<file path="config.mk">
export PLATFORM = sky130hd
export DESIGN_NAME = sprite_overlay
export DESIGN_NICKNAME = d
export VERILOG_FILES = /design/src/rtl/sprite_overlay.sv
export SDC_FILE = /design/constraint.sdc
export NUM_CORES = 1
export LEC_CHECK = 0
export CAP_MARGIN = 20
export CORE_AREA = 2 2 124 126
export CTS_BUF_LIST = sky130_fd_sc_hd__clkbuf_2 sky130_fd_sc_hd__clkbuf_4 sky130_fd_sc_hd__clkbuf_8
export DETAILED_ROUTE_END_ITERATION = 8
export DIE_AREA = 0 0 126 128
export PLACE_DENSITY = 0.65
export SETUP_SLACK_MARGIN = 0.1
export SLEW_MARGIN = 25
export SYNTH_ARGS = -nofsm -noshare
export SYNTH_HDL_FRONTEND = slang
export SYNTH_SLANG_ARGS = --single-unit
</file>
<file path="constraint.sdc">
create_clock -name clk -period 4.9 [get_ports clk]
set_clock_uncertainty 0.2 [all_clocks]
set_input_delay 0.98 -clock clk [delete_from_list [all_inputs] [get_ports clk]]
set_output_delay 0.98 -clock clk [all_outputs]
set_load 0.05 [all_outputs]
</file>
<file path="src/rtl/sprite_overlay.sv">
// sprite_overlay: tests each scan pixel against a ROM-backed sprite box and reports hits.
// The sprite can be drawn at 2x scale, and the number of hits in each frame is counted.
`default_nettype none

module sprite_overlay #(
  parameter int SPR_W   = 59,
  parameter int SPR_H   = 66,
  parameter int COORD_W = 11,
  parameter int CNT_W   = 16
) (
  input  logic                       clk,
  input  logic                       rst_n,
  input  logic                       pix_valid,
  input  logic [COORD_W-1:0]         pix_x,
  input  logic [COORD_W-1:0]         pix_y,
  input  logic                       frame_start,
  input  logic                       pos_valid,
  output logic                       pos_ready,
  input  logic [COORD_W-1:0]         pos_x,
  input  logic [COORD_W-1:0]         pos_y,
  input  logic                       scale2x,
  input  logic                       enable,
  output logic [$clog2(SPR_H)-1:0]   rom_addr,
  input  logic [SPR_W-1:0]           rom_data,
  output logic                       hit_valid,
  output logic                       hit,
  output logic [CNT_W-1:0]           hit_count
);

  localparam int AW = $clog2(SPR_H);
  localparam int XW = (SPR_W > 1) ? $clog2(SPR_W) : 1;
  localparam logic [COORD_W:0] W1 = (COORD_W+1)'(SPR_W);
  localparam logic [COORD_W:0] W2 = (COORD_W+1)'(2*SPR_W);
  localparam logic [COORD_W:0] H1 = (COORD_W+1)'(SPR_H);
  localparam logic [COORD_W:0] H2 = (COORD_W+1)'(2*SPR_H);

  logic [COORD_W-1:0] pend_x, pend_y, live_x, live_y;
  logic               live_scale;
  logic               accept;

  logic [COORD_W:0]   dx, dy, lim_w, lim_h;
  logic               in_box;
  logic [AW-1:0]      row_sel;
  logic [XW-1:0]      col_sel;

  logic               s1_valid, s1_ok, s2_valid, s2_ok;
  logic [XW-1:0]      s1_col, s2_col;
  logic [SPR_W-1:0]   row_shift;
  logic [CNT_W-1:0]   frame_cnt;

  assign accept = pos_valid && pos_ready;

  // Zero-extended difference: the top bit is the sign, so wrapped-around positions never match.
  always_comb begin
    dx      = {1'b0, pix_x} - {1'b0, live_x};
    dy      = {1'b0, pix_y} - {1'b0, live_y};
    lim_w   = live_scale ? W2 : W1;
    lim_h   = live_scale ? H2 : H1;
    in_box  = !dx[COORD_W] && !dy[COORD_W] && (dx < lim_w) && (dy < lim_h);
    row_sel = live_scale ? dy[AW:1] : dy[AW-1:0];
    col_sel = live_scale ? dx[XW:1] : dx[XW-1:0];
  end

  always_ff @(posedge clk or negedge rst_n) begin
    if (!rst_n) begin
      pos_ready  <= 1'b0;
      pend_x     <= '0;
      pend_y     <= '0;
      live_x     <= '0;
      live_y     <= '0;
      live_scale <= 1'b0;
    end else begin
      pos_ready <= 1'b1;
      if (accept) begin
        pend_x <= pos_x;
        pend_y <= pos_y;
      end
      if (frame_start) begin
        live_x     <= accept ? pos_x : pend_x;
        live_y     <= accept ? pos_y : pend_y;
        live_scale <= scale2x;
      end
    end
  end

  always_ff @(posedge clk or negedge rst_n) begin
    if (!rst_n) begin
      s1_valid <= 1'b0;
      s1_ok    <= 1'b0;
      s1_col   <= '0;
      s2_valid <= 1'b0;
      s2_ok    <= 1'b0;
      s2_col   <= '0;
      rom_addr <= '0;
    end else begin
      s1_valid <= pix_valid;
      if (pix_valid) begin
        s1_ok  <= in_box && enable;
        s1_col <= col_sel;
        if (in_box)
          rom_addr <= row_sel;
      end
      s2_valid <= s1_valid;
      s2_ok    <= s1_valid && s1_ok;
      s2_col   <= s1_col;
    end
  end

  // Column 0 lives in the MSB, so shifting left by the column brings the selected bit to the top.
  assign row_shift = rom_data << s2_col;
  assign hit_valid = s2_valid;
  assign hit       = s2_valid && s2_ok && row_shift[SPR_W-1];

  always_ff @(posedge clk or negedge rst_n) begin
    if (!rst_n) begin
      frame_cnt <= '0;
      hit_count <= '0;
    end else if (frame_start) begin
      hit_count <= frame_cnt;
      frame_cnt <= hit ? CNT_W'(1) : '0;
    end else if (hit && (frame_cnt != {CNT_W{1'b1}})) begin
      frame_cnt <= frame_cnt + CNT_W'(1);
    end
  end

endmodule

`default_nettype wire

</file>
==> summary.md <==
| Metric | Value |
|---|---|
| Core Box Area | 0.0149 mm2 |
| WP data arrival | 4.59 ns |
| I/O Buffers | 135 |
| Antenna violations before repair | 0 |
| Period utilization | 0.925 |
| Post-synth EDFFs | 0 |
| Cell Pwr Density | 309 mW/mm2 |
| Ranking of synthesized cells by area | dfrtp_1 (44%), mux2_2 (11%), ha_1 (6.3%) |
| Worst VDD drop | 0.000162 V |
| Hold Crit Class | reg -> reg |
| Vert. Die Dim | 128 um |
| CTS resizes | 0 |
| Routed WL per cell | 15.5 um |
| Vias/cell | 5.19 |
| CTS Buf Count | 9 |
| Setup repair after global routing missed its margin | no |
| ANT cells | 0 |
| Ys flop type | dfrtp_1 |
| Synth Area in Simple Gates | 0.130 |
| Multi-input gate area | 0.00302 mm2 |
| DR DRC count | 0 |
| Worst-path clk slew | 0.09 ns |
| Vias in the first global route | 4628 |
| Ports | 136 |
| Syn Inst Count | 544 |
| Starting density of the core | 0.388 |
| DIE AREA | 0.0161 mm2 |
| Leakage power | 3.24 nW |
| Hpwl dp | 10200 um |
| Nets | 815 |
| Clk buf depth | 2 |
| Drt initial violations | 225 |
| Hold Vio Cnt, Final | 0 |
| Register area | 0.00253 mm2 |
| Actual slew at the worst max-slew pin | 0.905 ns |
| Row cnt | 45 |
| Synth Register Bits | 101 |
| Yosys warns | 0 |
| Required time worst endpoint | 4.96 ns |
| Fin crit period | 4.53 ns |
| Hold_ws | 0.177 ns |
| GP Congestion | 0.874 |
| Startpoint types | input port |
| Yosys top cell by area | dfrtp_1 |
| FFs w/ async S/R, synth | 1.00 |
| Die Wd | 126 um |
| Main combinational cell family by area after synthesis | multiplexers |
| Placed inst area | 0.00730 mm2 |
| Largest net degree at the start of global routing | 71 |
| Final setup viols | 0 |
| Clock Latency Late Sink | 0.37 ns |
| Crit-path max FO | 8 |
| Top-area cell type share of the netlist area | 0.438 |
| Syn_area_per_cell | 10.6 um2 |
| Adder-Cell Fraction of Synth Area | 0.0698 |
| Status | finished, final reports clean |
| Count leader, synth | dfrtp_1 |
| XOR/XNOR Fraction of Synth Area | 0.0228 |
| Post-synthesis mux area share | 0.175 |
| Area Growth Syn to Fin | 30.7% |
| Pwr Total | 0.00233 W |
| Sequential element share of the synthesized area | 0.438 |
| Fin util | 0.507 |
| Gr usage total | 0.167 |
| First-pass DRT Iterations | 4 |
| Root buf cell | clkbuf_8 |
| Placed cell count | 851 |
| Syn_nets | 685 |
| CTS H-tree depth | 3 |
| Fin cells | 867 |
| Nature of the critical path endpoint | flip-flop |
| Vias | 4499 |
| # hold bufs at CTS | 0 |
| Filler cells | 1371 |
| Postcts setup bufs | 0 |
| Most frequent cells after synthesis | dfrtp_1 (101), mux2_2 (58), nand2_1 (47) |
| First-pass GRT wire length | 22100 um |
| Routed wire length | 13400 um |
| Share of cells above drive strength 1 | 0.155 |
| Final ANT Viol Nets | 0 |
| Clk sink count | 101 |
| Cell area after synthesis | 0.00577 mm2 |
| Maxcap violations | 0 |
| Grt ovf | 0 |
| Slew Limit Headroom | 0.397 |
| Netlist cell types | 63 |
| CTS tree | yes |
| Kind of critical path | in -> reg |
| Post-synthesis compound-gate area fraction | 0.123 |
| Final instance area | 0.00754 mm2 |
| Max Slew Vio Count | 0 |
| Fmax | 221 MHz |
[cells by family (layout without fill, tap and decap cells)]
family | Yosys count | in the layout
mux | 81 | 81
buf+inv | 56 | 191
xor+xnor | 15 | 15
compound gates | 106 | 106
other cells | 1 | 1
simple gates | 153 | 153
flops | 101 | 101
fa+ha+maj | 31 | 31
[per-layer routing]
metal  vias to the layer above  wire [um]  GRT usage
met2                        98       6720      0.288
li1                       2220          -          -
met3                        18        599     0.0351
met4                         0        170     0.0427
met1                      2163       5960      0.215
met5                         -          0          0
[flip-flops by register name, summed over array words and instances (netlist names)]
signal	cells
frame_cnt	16
hit_count	16
live_x	11
live_y	11
pend_x	11
pend_y	11
rom_addr	7
s1_col	6
s2_col	6
hit_valid	1
live_scale	1
pos_ready	1
s1_ok	1
s1_valid	1
s2_ok	1
[final timing paths]
path,slack (ns),cells after the start,startpoint,endpoint
setup / recovery,0.37,16,pix_y[0],rom_addr[3]$_DFFE_PN0P_
max in group asynchronous,3.02,2,rst_n,pend_x[7]$_DFF_PN0_
min in group asynchronous,0.53,1,rst_n,hit_count[8]$_DFFE_PN0P_
setup reg to reg,1.09,14,live_y[0]$_DFFE_PN0P_,rom_addr[3]$_DFFE_PN0P_
hold reg to reg,0.18,0,s1_valid$_DFF_PN0_,hit_valid$_DFF_PN0_
hold / removal,0.18,0,s1_valid$_DFF_PN0_,hit_valid$_DFF_PN0_
[layout by cell type (no fill, tap or decap), drive strengths merged, types with 6 or more instances in the layout]
master and count:
mux2i 13, clkdlybuf4s50 132, a21oi 27, clkbuf 11, nor2 33, o21ai 32, nand3 11, nor2b 14
xnor2 11, dfrtp 101, mux4 10, buf 7, ha 29, and2 7, nor3 6, inv 37
nand4 8, nand2 47, mux2 58
[power by group]
part / internal [W] / total (W) / switching, W / leakage (nW)
Sequential: 0.000920 / 0.000999 / 0.0000793 / 1.28
Clock: 0.000317 / 0.000603 / 0.000286 / 0.116
Combinational: 0.000375 / 0.000728 / 0.000353 / 1.84
Total: 0.00161 / 0.00233 / 0.000719 / 3.24
[worst max-delay path: stages]
cell             delay [ns]
clkdlybuf4s50_1        0.46
inv_1                  0.05
ha_1                   0.22
fa_1                   0.41
nor2b_1                0.18
o21bai_1               0.10
nand2b_1               0.08
a21oi_1                0.07
xnor2_1                0.16
ha_1                   0.19
a2111oi_1              0.42
nand4_1                0.14
a2111o_1               0.39
a2111oi_4              0.19
buf_4                  0.22
mux2_2                 0.34
[metrics by stage]
step           worst slack, ns  TNS [ns]
6_report                 0.368         0
5_1_grt                  0.162         0
4_1_cts                  0.324         0
3_5_place_dp           -0.0779    -0.487
3_3_place_gp            0.0810         0
2_1_floorplan            0.600         0
[cell type report]
class,count,share of cell area
Clock buffer,11,0.0201
Clock inverter,5,0.0108
Inverter,36,0.0179
Multi-Input combinational cell,387,0.400
Sequential cell,101,0.335
Tap cell,188,0.0312
Timing Repair Buffer,139,0.185
(Power assumes the default switching activity.)
